`src/rtl/ascon_inv_permutation_iter.sv`:
```
// Iterative inverse Ascon permutation (inverse p12 / inverse p8).
// One inverse round per cycle; a single 5x64 state register and a 4-bit step counter.
// Accept in IDLE, N rounds in RUN, hold result in DONE until out_ready.
module ascon_inv_permutation_iter (
  input  logic        clk,
  input  logic        rst,
  input  logic        in_valid,
  output logic        in_ready,
  input  logic        rounds_12,
  input  logic [63:0] x0_i,
  input  logic [63:0] x1_i,
  input  logic [63:0] x2_i,
  input  logic [63:0] x3_i,
  input  logic [63:0] x4_i,
  output logic        out_valid,
  input  logic        out_ready,
  output logic [63:0] x0_o,
  output logic [63:0] x1_o,
  output logic [63:0] x2_o,
  output logic [63:0] x3_o,
  output logic [63:0] x4_o
);

  typedef enum logic [1:0] {StIdle, StRun, StDone} state_e;

  // Inverse S-box, indexed by the column {x0,x1,x2,x3,x4}[n] with x0 as MSB.
  localparam logic [4:0] InvSbox [32] = '{
    5'h14, 5'h1a, 5'h07, 5'h0d, 5'h00, 5'h09, 5'h0e, 5'h12,
    5'h0a, 5'h06, 5'h1d, 5'h01, 5'h19, 5'h15, 5'h13, 5'h1e,
    5'h18, 5'h16, 5'h0b, 5'h11, 5'h03, 5'h05, 5'h1c, 5'h1f,
    5'h17, 5'h1b, 5'h04, 5'h08, 5'h0f, 5'h0c, 5'h10, 5'h02
  };

  state_e            state_q, state_d;
  logic [4:0][63:0]  x_q;
  logic [3:0]        cnt_q;
  logic              r12_q;
  logic              load, step, last_step;
  logic [4:0][63:0]  lin_x, rnd_x;
  logic [4:0]        col, col_inv;

  function automatic logic [63:0] ror64(input logic [63:0] x, input int unsigned s);
    logic [127:0] t;
    t = {x, x} >> s;
    return t[63:0];
  endfunction

  // L^-1 = L^63 = product over j of (1 + R^(a*2^j) + R^(b*2^j)) in GF(2)[R]/(R^64+1).
  function automatic logic [63:0] inv_lin(input logic [63:0] x, input int unsigned a,
                                          input int unsigned b);
    logic [63:0] y;
    y = x;
    for (int j = 0; j < 6; j++) begin
      y = y ^ ror64(y, (a << j) & 32'd63) ^ ror64(y, (b << j) & 32'd63);
    end
    return y;
  endfunction

  assign last_step = (cnt_q == (r12_q ? 4'd11 : 4'd7));

  // Inverse round: inverse linear layer, inverse S-box, then undo the round constant.
  always_comb begin
    col     = '0;
    col_inv = '0;
    rnd_x   = '0;
    lin_x[0] = inv_lin(x_q[0], 32'd19, 32'd28);
    lin_x[1] = inv_lin(x_q[1], 32'd61, 32'd39);
    lin_x[2] = inv_lin(x_q[2], 32'd1,  32'd6);
    lin_x[3] = inv_lin(x_q[3], 32'd10, 32'd17);
    lin_x[4] = inv_lin(x_q[4], 32'd7,  32'd41);
    for (int n = 0; n < 64; n++) begin
      col         = {lin_x[0][n], lin_x[1][n], lin_x[2][n], lin_x[3][n], lin_x[4][n]};
      col_inv     = InvSbox[col];
      rnd_x[0][n] = col_inv[4];
      rnd_x[1][n] = col_inv[3];
      rnd_x[2][n] = col_inv[2];
      rnd_x[3][n] = col_inv[1];
      rnd_x[4][n] = col_inv[0];
    end
    // r = 11 - k, so rc = {15 - r, r} = {4 + k, 11 - k}
    rnd_x[2] = rnd_x[2] ^ {56'h0, cnt_q + 4'd4, 4'd11 - cnt_q};
  end

  // State register.
  always_ff @(posedge clk) begin
    if (rst) state_q <= StIdle;
    else     state_q <= state_d;
  end

  // Next-state logic.
  always_comb begin
    state_d = state_q;
    unique case (state_q)
      StIdle:  if (in_valid)  state_d = StRun;
      StRun:   if (last_step) state_d = StDone;
      StDone:  if (out_ready) state_d = StIdle;
      default: state_d = StIdle;
    endcase
  end

  // Handshake outputs and datapath enables decoded from the state.
  always_comb begin
    in_ready  = 1'b0;
    out_valid = 1'b0;
    load      = 1'b0;
    step      = 1'b0;
    unique case (state_q)
      StIdle: begin
        in_ready = 1'b1;
        load     = in_valid;
      end
      StRun:   step      = 1'b1;
      StDone:  out_valid = 1'b1;
      default: ;
    endcase
  end

  // Datapath: load on accept, one inverse round per RUN cycle, hold otherwise.
  always_ff @(posedge clk) begin
    if (rst) begin
      x_q   <= '0;
      cnt_q <= '0;
      r12_q <= 1'b0;
    end else if (load) begin
      x_q   <= {x4_i, x3_i, x2_i, x1_i, x0_i};
      cnt_q <= '0;
      r12_q <= rounds_12;
    end else if (step) begin
      x_q   <= rnd_x;
      cnt_q <= cnt_q + 4'd1;
    end
  end

  assign x0_o = x_q[0];
  assign x1_o = x_q[1];
  assign x2_o = x_q[2];
  assign x3_o = x_q[3];
  assign x4_o = x_q[4];

endmodule

```
`config.mk`:
```
export PLATFORM = sky130hd
export DESIGN_NAME = ascon_inv_permutation_iter
export DESIGN_NICKNAME = d
export VERILOG_FILES = /design/src/rtl/ascon_inv_permutation_iter.sv
export SDC_FILE = /design/constraint.sdc
export NUM_CORES = 2
export LEC_CHECK = 0
export CORE_MARGIN = 8
export CORE_UTILIZATION = 30
export CTS_CLUSTER_SIZE = 24
export DETAILED_ROUTE_END_ITERATION = 16
export PLACE_DENSITY = 0.45
export SYNTH_ARGS = -nofsm -noshare
export SYNTH_HDL_FRONTEND = slang
export SYNTH_SLANG_ARGS = --single-unit
```
`constraint.sdc`:
```
create_clock -name clk -period 6.9 [get_ports clk]
set_input_delay 1.725 -clock clk [delete_from_list [all_inputs] [get_ports clk]]
set_output_delay 1.725 -clock clk [all_outputs]
set_load 0.01 [all_outputs]
```
=== Yosys cells after proc, flatten, opt, wreduce, memory -nomap -nowiden ===
Memory sizes are Yosys's and may differ from the RTL's.
Cells that the tools add are included.

* Flip-flop bits (word level): 327
* Output and inout bits: 322
* Logic and storage cells: 413
* Bits in read-only memories: 10240
* Memories kept: 64

{| class="wikitable"
|+ Memories
! name !! depth !! width !! read ports !! clocked after Yosys merged registers in !! wr ports !! RTL line !! text
|-
| (no name shown) || 32 || 5 || 1 || 0 || 0 || 73 || <nowiki>col_inv = InvSbox[col];</nowiki>
|-
| (no name shown) || 32 || 5 || 1 || 0 || 0 || 73 ||
|-
| (no name shown) || 32 || 5 || 1 || 0 || 0 || 73 ||
|-
| (no name shown) || 32 || 5 || 1 || 0 || 0 || 73 ||
|-
| (no name shown) || 32 || 5 || 1 || 0 || 0 || 73 ||
|-
| (no name shown) || 32 || 5 || 1 || 0 || 0 || 73 ||
|-
| 58 more memories || n/a || n/a || n/a || n/a || n/a || n/a ||
|}

* Equal/unequal tests: 6
* Add/subtract/negate cells: 3
* Bitwise gates (word level): 125
* Muxes and demuxes: 139
* Reduce and logical (&&, ||, !) cells: 4
* Order comparisons: 64

{| class="wikitable"
|+ Operators with widths
! kind !! number
|-
| $xor A64 B64 Y64 || 60
|-
| $mux W320 || 2
|-
| $mux W5 || 128
|-
| $ge A6 B6 Y1 const B || 64
|-
| $not A5 Y6 || 64
|-
| $xor A64 B8 Y64 || 1
|-
| $mux W2 || 3
|-
| $ne A2 B2 Y1 const B || 3
|-
| $pmux W2 S3 || 1
|-
| $add A4 B1 Y4 const B || 1
|-
| $add A4 B3 Y4 const B || 1
|-
| $eq A4 B4 Y1 || 1
|-
| $mux W1 || 4
|-
| $mux W4 || 1
|-
| $sub A4 B4 Y4 const A || 1
|-
| $reduce_and A3 Y1 || 1
|-
| $eq A2 B1 Y1 const B || 1
|-
| $eq A2 B2 Y1 const B || 1
|-
| $logic_not A2 Y1 || 1
|-
| $reduce_bool A2 Y1 || 1
|-
| $reduce_or A2 Y1 || 1
|}

=== Logic depth before layout (Yosys ltp) ===
* Depth in word-level cells: 19
* Gate-level depth with buffers: 17

=== Least setup slack after synthesis ===
No wires, ideal clock.

* Path type: reg2reg
* Start point: reg x_q (netlist bit x4_o[35])
* End point: reg x_q (netlist bit x0_o[59])
* Clock period less this slack: 4.751 ns
* Data required time: 6.783 ns
* Arrival time: 4.635 ns
* Setup time: 0.117 ns
* Cell stages (with the launch flop): 17
* Setup slack: 2.149 ns
* Cells stage by stage: dfxtp_1 clkbuf_1 xor3_1 xor2_1 xnor2_1 xor3_1 xor2_1 xnor3_1 xnor2_1 inv_1 ha_1 or3_1 o2111ai_1 o21ai_0 mux2i_1 o21ai_0 a22o_1

* Word-level cells in the longest chain between the ends: 18

{| class="wikitable"
|+ RTL lines
! what !! RTL line !! text
|-
| start, declared || 35 || <nowiki>logic [4:0][63:0] x_q;</nowiki>
|-
| start signal, assigned || 125 || <nowiki>x_q <= {x4_i, x3_i, x2_i, x1_i, x0_i};</nowiki>
|-
| start signal, assigned || 129 || <nowiki>x_q <= rnd_x;</nowiki>
|-
| $xor A64 B64 Y64 * (6 in series) || 54 || <nowiki>y = y ^ ror64(y, (a << j) & 32'd63) ^ ror64(y, (b << j) & 32'd63);</nowiki>
|-
| $xor A64 B64 Y64 || 54 ||
|-
| $xor A64 B64 Y64 * || 54 ||
|-
| $xor A64 B64 Y64 || 54 ||
|-
| $xor A64 B64 Y64 * || 54 ||
|-
| $xor A64 B64 Y64 || 54 ||
|-
| $xor A64 B64 Y64 * || 54 ||
|-
| $not A5 Y6 (not written as such) * || 73 ||
|-
| $mem_v2 Z32 W5 * || n/a ||
|-
| $mux W5 (not written as such) * (2 in series) || 73 ||
|-
| $mux W320 * || 128 || <nowiki>end else if (step) begin</nowiki>
|-
| $mux W320 * || 124 || <nowiki>end else if (load) begin</nowiki>
|}

Every way passes the cells marked *; elsewhere a longest branch is shown, timed or not. The select of a mux whose other input is x is not followed.
A chain may end at the register's enable or synchronous reset.

=== Final worst setup path ===
* Start point: reg x_q (netlist bit x4_o[20])
* End point: reg x_q (netlist bit x4_o[61])

* Word-level cells in the longest chain between the ends: 18

{| class="wikitable"
|+ RTL lines
! what !! RTL line
|-
| $xor A64 B64 Y64 || 54
|-
| $xor A64 B64 Y64 * || 54
|-
| $xor A64 B64 Y64 || 54
|-
| $xor A64 B64 Y64 * || 54
|-
| $xor A64 B64 Y64 || 54
|-
| $xor A64 B64 Y64 * || 54
|-
| $xor A64 B64 Y64 || 54
|-
| $xor A64 B64 Y64 * || 54
|-
| $xor A64 B64 Y64 || 54
|-
| $xor A64 B64 Y64 * || 54
|-
| $xor A64 B64 Y64 || 54
|-
| $xor A64 B64 Y64 * || 54
|-
| $not A5 Y6 (not written as such) * || 73
|-
| $mem_v2 Z32 W5 * || n/a
|-
| $mux W5 (not written as such) * (2 in series) || 73
|-
| $mux W320 * || 128
|-
| $mux W320 * || 124
|}

Marks and branches as above.

==> flow_summary.json <==
{
  "ys.warnings.count": 0,
  "r2r-start": "x4_o[20]$_SDFFE_PP0P_",
  "grt_pass1_wl_um": 520000,
  "layoutNonFillerInstCount": 10985,
  "numCtsBuffers": 53,
  "dp_hpwl_um": 334000,
  "area_growth_pct": 20.8,
  "h-tree-depth": 2,
  "drt_wl_total_um": 396000,
  "finalHoldViolCount": 0,
  "startpoint": "x4_o[20]$_SDFFE_PP0P_",
  "root_buffer": "clkbuf_16",
  "crit_buf_inv": 2,
  "ys.flop_type": "dfxtp_1",
  "min_to": "r12_q$_SDFFE_PP0P_",
  "worstMarginPinSlew_ns": 1.40,
  "hp-class": "flop to flop",
  "post-place-cells": 10870,
  "placementRows": 175,
  "worstSetupPathType": "flop to flop",
  "slew_violations": 0,
  "setup_violations": 0,
  "tns_ns": 0,
  "synth_edf_count": 0,
  "cp.arrival_ns": 7.15,
  "slew_headroom": 0.0594,
  "grt_usage": 0.310,
  "status": "finished, final reports clean",
  "path_common_cell": "xnor2_1",
  "rrSetupSlack_ns": 0.29,
  "worstPathCellList": "xor2_1 > xnor3_1 > xnor2_1 > xnor3_1 > xnor2_1 > xor3_1 > inv_2 > xnor2_1 > inv_1 > ha_1 > o21ai_0 > mux2i_1 > o21ai_0 > o22ai_1",
  "syn_inst": 7190,
  "regToRegEndpoint": "x4_o[61]$_SDFFE_PP0P_",
  "rsz0062_at_grt": "no",
  "layout-drive-gt1-share": 0.102,
  "grt_max_degree": 131,
  "start_util": 0.301,
  "drc": 0,
  "syn_area_um2": 68100,
  "ys_ff_latch": 327,
  "via_count": 61354,
  "path_delay_family": "XOR/XNOR gates",
  "fin_worst_skew_ns": 0.0546,
  "path_max_fanout": 8,
  "synth_nets": 7956,
  "slowest_stage": "o21ai_0",
  "antenna_left": 0,
  "cts.path.max_buffers": 3,
  "reg2regPathDepth": 14,
  "die_area_um2": 242000,
  "drt_iter0_markers": 7313,
  "core_um2": 226000,
  "clk-insertion-delay-late_ns": 0.74,
  "post_dp_cell_area_um2": 80300,
  "min_period_over_period": 0.958,
  "port-buffer-count": 646,
  "cp-start-kind": "flop",
  "fin_nets": 8682,
  "finish.instance_area_um2": 82200,
  "final_util": 0.363,
  "fin_crit_ns": 6.61,
  "fmax_mhz": 151,
  "max_stage_delay_ns": 0.76,
  "wl_per_cell_um": 36.1,
  "viasPerCell": 5.59,
  "dr.pass1.iters": 5,
  "avgSynthCellArea_um2": 9.47,
  "die_x_um": 492,
  "overflow": 0,
  "ctsHoldBuffers": 0,
  "first_global_vias": 56736,
  "clk_pin_slew_ns": 0.07,
  "synth_async_sr_flop_share": 0,
  "holdPathStages": 2,
  "postCtsSetupBuffers": 0,
  "synthTopCellsByArea": "xnor3_1 (20%), xnor2_1 (14%), dfxtp_1 (9.6%)",
  "io_pins": 647,
  "max-cap-violations": 0,
  "gp_congestion": 1.04,
  "grt_antenna_before_repair": 38,
  "synth_top_area_frac": 0.201,
  "worstSetupEndpointType": "flop",
  "cts.sinks": 327,
  "yosysUniqueCellTypes": 91,
  "dieHeight_um": 492,
  "cts.repair.resized": 0,
  "cts_tree": "yes",
  "ys_seq_area_frac": 0.0962,
  "synth_area_leader_cell": "xnor3_1",
  "crit_required_ns": 7.44,
  "worstHoldStart": "r12_q$_SDFFE_PP0P_"
}
## worst max path at each step
stage                                  endpoint  cells after the start
after CTS                 x4_o[61]$_SDFFE_PP0P_                     14
after global routing      x4_o[61]$_SDFFE_PP0P_                     14
after global placement    x4_o[61]$_SDFFE_PP0P_                     14
after detailed placement  x4_o[61]$_SDFFE_PP0P_                     14
after floorplan           x0_o[59]$_SDFFE_PP0P_                     16
final                     x4_o[61]$_SDFFE_PP0P_                     14
## layer usage
layer | vias to the layer above | GRT usage | share of wire
met4 | 14 | 0.195 | 0.079
met3 | 527 | 0.0517 | 0.080
li1 | 26659 | - | -
met5 | - | 0 | 0.00024
met2 | 3122 | 0.473 | 0.43
met1 | 31032 | 0.408 | 0.41
## worst reg2reg max path, stage by stage (launching register included)
cell	delay (ns)
dfxtp_1	0.65
xor2_1	0.58
xnor3_1	0.62
xnor2_1	0.69
xnor3_1	0.67
xnor2_1	0.24
xor3_1	0.37
inv_2	0.17
xnor2_1	0.66
inv_1	0.28
ha_1	0.28
o21ai_0	0.20
mux2i_1	0.09
o21ai_0	0.76
o22ai_1	0.18
## through the flow
step	hold WS [ns]	worst slack, ns
after floorplan	0.449	2.15
after global placement	0.473	0.478
after detailed placement	0.494	0.611
after CTS	0.502	0.578
after global routing	0.545	0.364
final	0.506	0.290
## cell type report
class | instances | area, µm²
flip-flops and latches | 327 | 6550
well taps | 3009 | 3760
repair buffers | 1089 | 9900
diodes | 18 | 45.0
fillers | 23116 | 144000
multi-input cells | 6119 | 58800
clock buffers | 65 | 1430
inverters | 326 | 1220
clock inverters | 32 | 473
## registers in the layout, indices dropped and copies added, names as in the netlist
name and cells:
x0_o 64, cnt_q 4, x2_o 64, state_q 2
r12_q 1, x4_o 64, x3_o 64, x1_o 64
## cells in the final DEF, fill, tap and decap left out, types with 80 or more instances in the layout
cell / n
xnor2_1: 1065
clkdlybuf4s50_1: 645
xnor3_1: 609
nand2_1: 538
nor2_1: 479
ha_1: 441
xor2_1: 438
buf_4: 435
o21ai_0: 360
a21oi_1: 347
dfxtp_1: 327
inv_1: 309
mux2i_1: 243
a211oi_1: 209
xor3_1: 172
o22ai_1: 168
nor3_1: 102
o211ai_1: 80
## cells by family (layout without fill, tap and decap cells)
group           after synthesis  count (layout)  share of synthesized area
fa+ha+maj                   441             441                     0.0810
simple gates               1400            1400                     0.0888
compound gates             1539            1539                      0.144
mux                         363             363                     0.0686
buf+inv                     744            1512                     0.0427
flops                       327             327                     0.0962
other cells                   0              18                          0
xor+xnor                   2376            2376                      0.479
## synth_stat cells (all sizes together) (211+ instances only)
cell,instances
inv,314
ha,441
o21ai,390
a211oi,211
clkbuf,324
nand2,539
xnor3,623
a21oi,347
xor2,457
dfxtp,327
xnor2,1112
mux2i,246
nor2,485
Power is left out: the tool's default activity adds up to more than one toggle a clock period on the data nets, which glitch-free logic cannot reach.
